--- config.mk ---
export PLATFORM = sky130hd
export DESIGN_NAME = piso_tx_reg
export DESIGN_NICKNAME = d
export VERILOG_FILES = /design/src/rtl/piso_pkg.sv /design/src/rtl/piso_bit_cnt.sv /design/src/rtl/piso_tx_reg.sv
export SDC_FILE = /design/constraint.sdc
export NUM_CORES = 1
export LEC_CHECK = 0
export ABC_AREA = 1
export BUFFER_PORTS_ARGS = -buffer_cell sky130_fd_sc_hd__buf_2
export CORE_MARGIN = 5
export CORE_UTILIZATION = 49
export CTS_BUF_LIST = sky130_fd_sc_hd__clkbuf_4 sky130_fd_sc_hd__clkbuf_8
export DETAILED_ROUTE_END_ITERATION = 8
export GPL_TIMING_DRIVEN = 0
export HOLD_SLACK_MARGIN = 0.06
export PLACE_DENSITY = 0.8
export REMOVE_ABC_BUFFERS = 1
export SYNTH_ARGS = -nofsm -noshare
export SYNTH_HDL_FRONTEND = slang
export SYNTH_HIERARCHICAL = 1
export SYNTH_SLANG_ARGS = --single-unit
--- constraint.sdc ---
create_clock -name clk -period 1.5 [get_ports clk]
set_input_delay 0.225 -clock clk [delete_from_list [all_inputs] [get_ports clk]]
set_output_delay 0.225 -clock clk [all_outputs]
set_load 0.02 [all_outputs]
--- src/rtl/piso_pkg.sv ---
// rtl/piso_pkg.sv - shared state encoding, count-width helper and default width for piso_tx_reg
package piso_pkg;

  typedef enum logic [1:0] {
    IDLE   = 2'd0,
    SHIFT  = 2'd1,
    PARITY = 2'd2
  } piso_state_e;

  localparam int DEFAULT_WIDTH = 8;

  // Wide enough to hold WIDTH itself, which the parity beat index reaches.
  function automatic int cnt_width(input int width);
    return $clog2(width + 1);
  endfunction

endpackage

--- src/rtl/piso_bit_cnt.sv ---
// rtl/piso_bit_cnt.sv - beat counter with clear/increment, last-data-bit and terminal flags
module piso_bit_cnt #(
  parameter int CW       = 4,
  parameter int DATA_END = 7,
  parameter int TERM     = 7
) (
  input  logic clk,
  input  logic clr,
  input  logic clear,
  input  logic inc,
  output logic data_end,
  output logic terminal
);

  logic [CW-1:0] count;

  // Saturates at TERM so the index never wraps past the final beat.
  always_ff @(posedge clk) begin
    if (clr) begin
      count <= '0;
    end else if (clear) begin
      count <= '0;
    end else if (inc && !terminal) begin
      count <= count + 1'b1;
    end
  end

  assign data_end = (count == CW'(DATA_END));
  assign terminal = (count == CW'(TERM));

endmodule

--- src/rtl/piso_tx_reg.sv ---
// rtl/piso_tx_reg.sv - parallel-in/serial-out transmit register; PIPO_PARITY_EN adds an even-parity beat
module piso_tx_reg
  import piso_pkg::*;
#(
  parameter int WIDTH     = DEFAULT_WIDTH,
  parameter bit MSB_FIRST = 1'b1
) (
  input  logic             clk,
  input  logic             clr,
  input  logic             in_valid,
  output logic             in_ready,
  input  logic [WIDTH-1:0] in_date,
  input  logic             ser_ready,
  output logic             ser_valid,
  output logic             ser_out,
  output logic             ser_last,
  output logic             busy
);

  localparam int CW = cnt_width(WIDTH);
`ifdef PIPO_PARITY_EN
  localparam int TERM = WIDTH;
`else
  localparam int TERM = WIDTH - 1;
`endif

  piso_state_e      state, state_next;
  logic [WIDTH-1:0] shifter;
  logic             data_end, terminal, beat, accept;

  piso_bit_cnt #(
    .CW       (CW),
    .DATA_END (WIDTH - 1),
    .TERM     (TERM)
  ) u_cnt (
    .clk      (clk),
    .clr      (clr),
    .clear    (accept),
    .inc      (beat & ~accept),
    .data_end (data_end),
    .terminal (terminal)
  );

`ifdef PIPO_PARITY_EN
  logic parity_bit;

  always_ff @(posedge clk) begin
    if (clr) begin
      parity_bit <= 1'b0;
    end else if (accept) begin
      parity_bit <= ^in_date;
    end
  end
`endif

  always_ff @(posedge clk) begin
    if (clr) begin
      state <= IDLE;
    end else begin
      state <= state_next;
    end
  end

  always_ff @(posedge clk) begin
    if (clr) begin
      shifter <= '0;
    end else if (accept) begin
      shifter <= in_date;
    end else if (beat && state == SHIFT) begin
      shifter <= MSB_FIRST ? {shifter[WIDTH-2:0], 1'b0} : {1'b0, shifter[WIDTH-1:1]};
    end
  end

  // A new word may be taken in the same cycle the final bit leaves, giving zero-gap streaming.
  always_comb begin
    state_next = state;
    ser_valid  = (state != IDLE);
    busy       = (state != IDLE);
    ser_last   = terminal & (state != IDLE);
    ser_out    = 1'b0;
    beat       = ser_valid & ser_ready;
    in_ready   = ~clr & ((state == IDLE) | (ser_last & beat));
    accept     = in_valid & in_ready;
    case (state)
      IDLE: begin
        if (accept) state_next = SHIFT;
      end
      SHIFT: begin
        ser_out = MSB_FIRST ? shifter[WIDTH-1] : shifter[0];
        if (beat && data_end) begin
`ifdef PIPO_PARITY_EN
          state_next = PARITY;
`else
          state_next = accept ? SHIFT : IDLE;
`endif
        end
      end
`ifdef PIPO_PARITY_EN
      PARITY: begin
        ser_out = parity_bit;
        if (beat) state_next = accept ? SHIFT : IDLE;
      end
`endif
      default: state_next = IDLE;
    endcase
  end

endmodule
==> impl_metrics.json, run 1 <==
{
  "drtIter0Drc": 21,
  "p_total_mw": 0.8321,
  "setup_viol": 0,
  "initial_core_util_pct": 50.34,
  "synth_cells": 106,
  "grt_pass1_wl_um": 2746,
  "io_pins": 17,
  "drt_first_pass_iters": 4,
  "outcome": "completed",
  "critPathMaxFanout": 2,
  "post_drt_wl_per_cell_um": 11.73,
  "netlist_area_sq_um": 732.0,
  "avgViaCountPerCell": 5.007,
  "wl_um": 1748,
  "grtUsageMet1_pct": 15.36,
  "numCtsBuffers": 3,
  "p_comb_share_pct": 24.3,
  "synth_edf_count": 0,
  "root_buffer": "clkbuf_4",
  "seq_area_frac_synth_pct": 35.56,
  "placed_cell_area_sq_um": 805.8,
  "fin_crit_sh_pct": 99.66,
  "grt_max_degree": 11,
  "max_freq_mhz": 669.0,
  "slew_headroom_pct": 82.37,
  "cts_tree": "built",
  "worstPathRequired_ns": 1.27,
  "final_cell_area_sq_mm": 0.001069,
  "drive_gt1_share_pct": 48.87,
  "synth_top_cell_by_area": "dfxtp_1",
  "clk_path_buf_depth": 2,
  "hold_viol_final": 0,
  "hold_path.class": "in -> reg",
  "cts_sinks": 13,
  "synth.distinct_cells": 18,
  "crit_type": "reg -> out",
  "core-area_sq_mm": 0.001454,
  "grt_busiest_layer": "met2",
  "p_per_area_mw_per_mm2": 778.7,
  "overflow": 0,
  "synthTopCellsByCount": "nand2_1, nand3_1, inv_1, dfxtp_1, nor2_1",
  "seqPwrFrac_pct": 45.9,
  "portBuffers": 16,
  "cts_hold_buf": 0,
  "n_antenna_cell": 0,
  "grt_pass1_vias": 664,
  "ys_seq_elements": 13,
  "grt.total_usage_pct": 14.57,
  "fill_cells": 105,
  "vdd_drop_max_v": 0.0007240,
  "holdWs_ns": 0.1447,
  "synth_most_common_cell": "nand2_1",
  "async_flop_share_pct": 0,
  "fin_tns_setup_ns": 0,
  "die_w_um": 48.65,
  "p_int_mw": 0.5736,
  "slew_violations": 0,
  "final-seq-area_sq_um": 264.0,
  "met3_usage_pct": 5.521,
  "finish.utilization_pct": 73.49,
  "vias": 746,
  "finalClockSkew_ns": 0.01062,
  "switching_power_mw": 0.2585,
  "p_leak_nw": 0.5407,
  "drc": 0,
  "clockPowerShare_pct": 29.8,
  "grt_util_met2_pct": 25.87,
  "hpwlAfterDp_um": 1008,
  "synth_area_per_cell_sq_um": 6.905,
  "num_rows": 14,
  "path_clk_slew_ns": 0.09,
  "synth.top_cell.area_share_pct": 35.56,
  "fin_crit_ns": 1.495,
  "die-area_sq_mm": 0.002367,
  "gp_congestion": 0.7642,
  "synth-main-ff-cell": "dfxtp_1",
  "arrival_ns": 1.27,
  "worstSkewPairLatency_ns": 0.29,
  "rsz0062_at_grt": "true",
  "die_y_um": 48.65,
  "multi_input_area_sq_um": 491.7,
  "swShare_pct": 31.06,
  "ant_nets": 0,
  "crit_path_end_kind": "primary output",
  "htreeDepth": 1,
  "synthTopCellsByArea": "dfxtp_1, nand3_1, nand2_1",
  "worstMarginPinSlew_ns": 0.2635,
  "antenna_found_initial": 0,
  "area_growth_pct": 45.98,
  "crit_path_start_kind": "flip-flop",
  "synth_warnings": 6,
  "cap_viol_max_count": 0,
  "finalNetCount": 147
}
-- layer usage --
layer | part of all wire [%] | vias to the layer above
met4 | 1.1 | 0
met5 | 0 | -
met1 | 35 | 335
li1 | - | 387
met3 | 5.9 | 3
met2 | 57 | 21
-- repair_timing --
action	in CTS	in global routing
gates cloned	0	1
gates resized for setup	17	28
pin swaps	5	10
buffers inserted	8	1
setup endpoints to repair	14	14
-- flip-flops by register name, summed over array words and instances, names as in the netlist --
signal       flops
shifter          8
state            1
u_cnt/count      4
-- cell type report --
cell class                 count  area share [%]
clock buffer                   4           2.810
inverter                      19           8.548
multi-input combinational     72           46.02
sequential                    13           24.71
tap                           16           1.874
timing repair buffer          25           16.04
-- worst paths after layout --
path	start	endpoint	slack (ns)	cells past startpoint
min reg2reg	shifter[0]	shifter[0]	0.50	2
max reg2reg	u_cnt/count[0]	shifter[6]	0.04	12
min	clr	shifter[0]	0.14	2
max	u_cnt/count[0]	in_ready	0.005	8
-- worst max-delay path, stage by stage, from the launching register on --
cell and delay, ns:
dfxtp_2 0.36, ha_4 0.15, nand3_4 0.06, inv_2 0.07
nand2_2 0.06, nand2_4 0.07, nand2_4 0.05, inv_2 0.04
buf_6 0.10
-- cells in the final DEF, fill, tap and decap left out --
| cell | synthesis | routed |
|---|---|---|
| inv_1 | 17 | 13 |
| bufinv_8 | 1 | 1 |
| buf_6 | 1 | 5 |
| buf_4 | 2 | 6 |
| nand2_4 | 0 | 4 |
| inv_4 | 0 | 1 |
| nand3_1 | 24 | 12 |
| dfxtp_2 | 0 | 3 |
| clkinvlp_4 | 0 | 1 |
| clkbuf_4 | 0 | 4 |
| nor2_1 | 7 | 5 |
| inv_2 | 0 | 3 |
| o21ai_1 | 0 | 3 |
| nor2_2 | 1 | 2 |
| buf_2 | 0 | 14 |
| nand3_2 | 1 | 12 |
| dfxtp_1 | 13 | 10 |
| nor2_8 | 1 | 1 |
| ha_4 | 0 | 1 |
| nand3_4 | 1 | 2 |
| nor2_4 | 0 | 2 |
| a21oi_1 | 2 | 2 |
| nand2_2 | 3 | 3 |
| nand2_1 | 26 | 22 |
| nand4_1 | 1 | 1 |
-- logic make-up (layout without fill, tap and decap cells) --
| family | count (synthesis) | in the layout | share of synthesized area, % |
|---|---|---|---|
| adder cells (fa/ha/maj) | 1 | 1 | 1.709 |
| AND/OR/NAND/NOR | 65 | 66 | 44.11 |
| AO/OA/AOI/OAI | 5 | 5 | 3.418 |
| buffers and inverters | 22 | 48 | 15.21 |
| flip-flops | 13 | 13 | 35.56 |
-- metrics by stage --
| step | cells | setup WS [ns] |
|---|---|---|
| final | 149 | 0.005158 |
| after floorplan | 103 | -0.02619 |
| after global placement | 135 | -0.1814 |
| after CTS | 147 | -0.002682 |
| after detailed placement | 135 | -0.2177 |
| after global routing | 149 | -0.07131 |
-- power groups by stage --
stage / registers [mW] / clock network (mW) / logic (mW)
3_3_place_gp: 0.384 / 0 / 0.132
6_report: 0.382 / 0.248 / 0.202
3_5_place_dp: 0.385 / 0 / 0.135
2_1_floorplan: 0.390 / 0 / 0.0875
5_1_grt: 0.385 / 0.274 / 0.220
4_1_cts: 0.378 / 0.253 / 0.164
Note: power is estimated with default switching activity, not from simulation.
==> run 2: changes to the inputs <==
--- a/config.mk
+++ b/config.mk
@@ -8,12 +8,12 @@
 export ABC_AREA = 1
 export BUFFER_PORTS_ARGS = -buffer_cell sky130_fd_sc_hd__buf_2
 export CORE_MARGIN = 5
-export CORE_UTILIZATION = 49
+export CORE_UTILIZATION = 40
 export CTS_BUF_LIST = sky130_fd_sc_hd__clkbuf_4 sky130_fd_sc_hd__clkbuf_8
 export DETAILED_ROUTE_END_ITERATION = 8
 export GPL_TIMING_DRIVEN = 0
 export HOLD_SLACK_MARGIN = 0.06
-export PLACE_DENSITY = 0.8
+export PLACE_DENSITY = 0.68
 export REMOVE_ABC_BUFFERS = 1
 export SYNTH_ARGS = -nofsm -noshare
 export SYNTH_HDL_FRONTEND = slang
==> run 2 against run 1 <==
Cell count up 4.7%. Critical path type is now reg -> reg. The run now ends with negative setup slack left. Routed wire length down 6.1%. Sequential share of layout area increased by 0.90 points. Worst setup slack got worse by 0.025 ns. Largest cell class unchanged. Clock power fell by 4%. Worst hold slack got worse by 0.0049 ns. Register-to-register slack worse by 0.06 ns. Critical endpoint is now shifter[6].
==> impl_metrics.json, run 2 (synthesized netlist as in run 1, its figures left out) <==
{
  "die_y_um": 52.78,
  "drtIter0Drc": 22,
  "post_drt_wl_per_cell_um": 10.52,
  "num_rows": 15,
  "die-area_sq_mm": 0.002785,
  "gp_congestion": 0.7218,
  "crit_type": "reg -> reg",
  "hp-start": "clr",
  "n_antenna_cell": 0,
  "area_growth_pct": 41.54,
  "cap_viol_max_count": 0,
  "htreeDepth": 1,
  "arrival_ns": 1.70,
  "worstPathRequired_ns": 1.68,
  "root_buffer": "clkbuf_4",
  "drive_gt1_share_pct": 42.75,
  "final_cell_mix": "nand2_1, nand3_1, buf_2",
  "cts_tree": "built",
  "worstMarginPinSlew_ns": 0.2816,
  "violations": "negative setup slack",
  "seqPwrFrac_pct": 46.8,
  "largest_reg_flops": 8,
  "initial_core_util_pct": 42.39,
  "worstHoldEndpoint": "shifter[0]",
  "antenna_found_initial": 0,
  "hold_path.class": "in -> reg",
  "placed_cell_area_sq_um": 817.0,
  "finalClockSkew_ns": 0.0004323,
  "ant_nets": 0,
  "max_freq_mhz": 658.2,
  "final_cell_area_sq_mm": 0.001036,
  "setup_ws_ns": -0.01938,
  "crit_path_end_kind": "flip-flop",
  "multi_input_area_sq_um": 446.7,
  "timing.rr.end": "shifter[6]",
  "grt_pass1_wl_um": 2539,
  "die_w_um": 52.78,
  "p_comb_share_pct": 23.7,
  "finalNetCount": 145,
  "overflow": 0,
  "numCtsBuffers": 3,
  "rsz0062_at_grt": "true",
  "r2r_slack_ns": -0.02,
  "slew_violations": 0,
  "fin_crit_sh_pct": 101.3,
  "fill_cells": 177,
  "top_regs": "shifter x8, u_cnt/count x4, state x1",
  "top_register": "shifter",
  "p_leak_nw": 0.5373,
  "wl_um": 1641,
  "p_int_mw": 0.5713,
  "crit_path_start_kind": "flip-flop",
  "final-seq-area_sq_um": 265.3,
  "path_clk_slew_ns": 0.08,
  "whs_path_depth": 2,
  "crit_start": "u_cnt/count[0]",
  "cts_sinks": 13,
  "cts_hold_buf": 0,
  "core-area_sq_mm": 0.001727,
  "layout_commonest_cell": "nand2_1",
  "io_pins": 17,
  "slew_headroom_pct": 81.11,
  "swShare_pct": 29.65,
  "drt_first_pass_iters": 4,
  "clk_path_buf_depth": 2,
  "switching_power_mw": 0.2408,
  "grt_max_degree": 17,
  "avgViaCountPerCell": 4.712,
  "hpwlAfterDp_um": 1044,
  "vias": 735,
  "fin_crit_ns": 1.519,
  "clockPowerShare_pct": 29.5,
  "critPathMaxFanout": 8,
  "drc": 0,
  "vdd_drop_max_v": 0.0005680,
  "worstSkewPairLatency_ns": 0.27,
  "p_per_area_mw_per_mm2": 783.9,
  "reg2regPathDepth": 12,
  "grt_pass1_vias": 652,
  "reg2reg_from": "u_cnt/count[0]",
  "grt.total_usage_pct": 12.13,
  "setup_viol": 1,
  "portBuffers": 16,
  "hold_viol_final": 0,
  "holdWs_ns": 0.1398,
  "outcome": "complete, but fails checks"
}
## run 2: changes by cell type in the layout (fill, tap and decap cells not counted), sizes merged
cell | before | now
buf | 25 | 23
nor2 | 10 | 9
clkinvlp | 1 | 0
clkinv | 0 | 1
clkbuf | 4 | 5
## run 2: worst max-delay path by stage
stage,to,slack (ns),cells after the start
finish,shifter[6],-0.02,12
global route,shifter[5],-0.11,12
CTS,u_cnt/count[0],0.001,11
detailed placement,u_cnt/count[1],-0.21,12
global placement,u_cnt/count[0],-0.19,12
floorplan,u_cnt/count[0],-0.03,12
## run 2: power groups by stage
| stage | Combinational [mW] | Sequential [mW] | Clock [mW] |
|---|---|---|---|
| 2_1_floorplan | 0.0875 | 0.390 | 0 |
| 3_3_place_gp | 0.134 | 0.384 | 0 |
| 3_5_place_dp | 0.136 | 0.385 | 0 |
| 4_1_cts | 0.163 | 0.378 | 0.238 |
| 5_1_grt | 0.213 | 0.383 | 0.259 |
| 6_report | 0.193 | 0.380 | 0.239 |
## run 2: area by class of cell
class | instances | area share, %
sequential | 13 | 25.60
clock buffer | 4 | 2.899
tap | 25 | 3.019
inverter | 19 | 8.454
multi-input combinational | 71 | 43.12
timing repair buffer | 24 | 16.91
## run 2: worst max-delay path, stage by stage, from the launching register on
cell and delay [ns]:
dfxtp_4 0.37, ha_4 0.15, nand3_4 0.08, inv_2 0.08, nand2_2 0.06, nand2_4 0.07, buf_6 0.10, nand3_4 0.09
clkbuf_16 0.18, nand3_1 0.06, nand3_1 0.09, nand2_1 0.07, inv_1 0.04
## run 2: stage by stage
| step | power (mW) | utilization, % | setup TNS [ns] | setup WS, ns | std cells |
|---|---|---|---|---|---|
| floorplan | 0.4777 | - | -0.06842 | -0.02619 | 103 |
| global placement | 0.5174 | 47.32 | -0.5658 | -0.1881 | 144 |
| detailed placement | 0.5206 | 47.32 | -0.6861 | -0.2109 | 144 |
| CTS | 0.7792 | 54.13 | 0 | 0.001498 | 154 |
| global route | 0.8547 | 60.00 | -1.072 | -0.1056 | 156 |
| finish | 0.8121 | 60.00 | -0.01938 | -0.01938 | 156 |
## run 2: layer usage
| layer | up-vias | share of wire (%) | global-route usage, % |
|---|---|---|---|
| li1 | 383 | - | - |
| met1 | 329 | 45 | 14.85 |
| met2 | 21 | 48 | 20.66 |
| met3 | 2 | 6.2 | 3.704 |
| met4 | 0 | 0.73 | 2.553 |
| met5 | - | 0 | 0 |
## run 2: timing repair
item / in CTS / in global routing
hold endpoints to repair: 0 / 0
setup endpoints to repair: 13 / 13
resized for setup: 17 / 18
pin swaps: 4 / 13
setup buffers: 6 / 1
cloned: 0 / 1
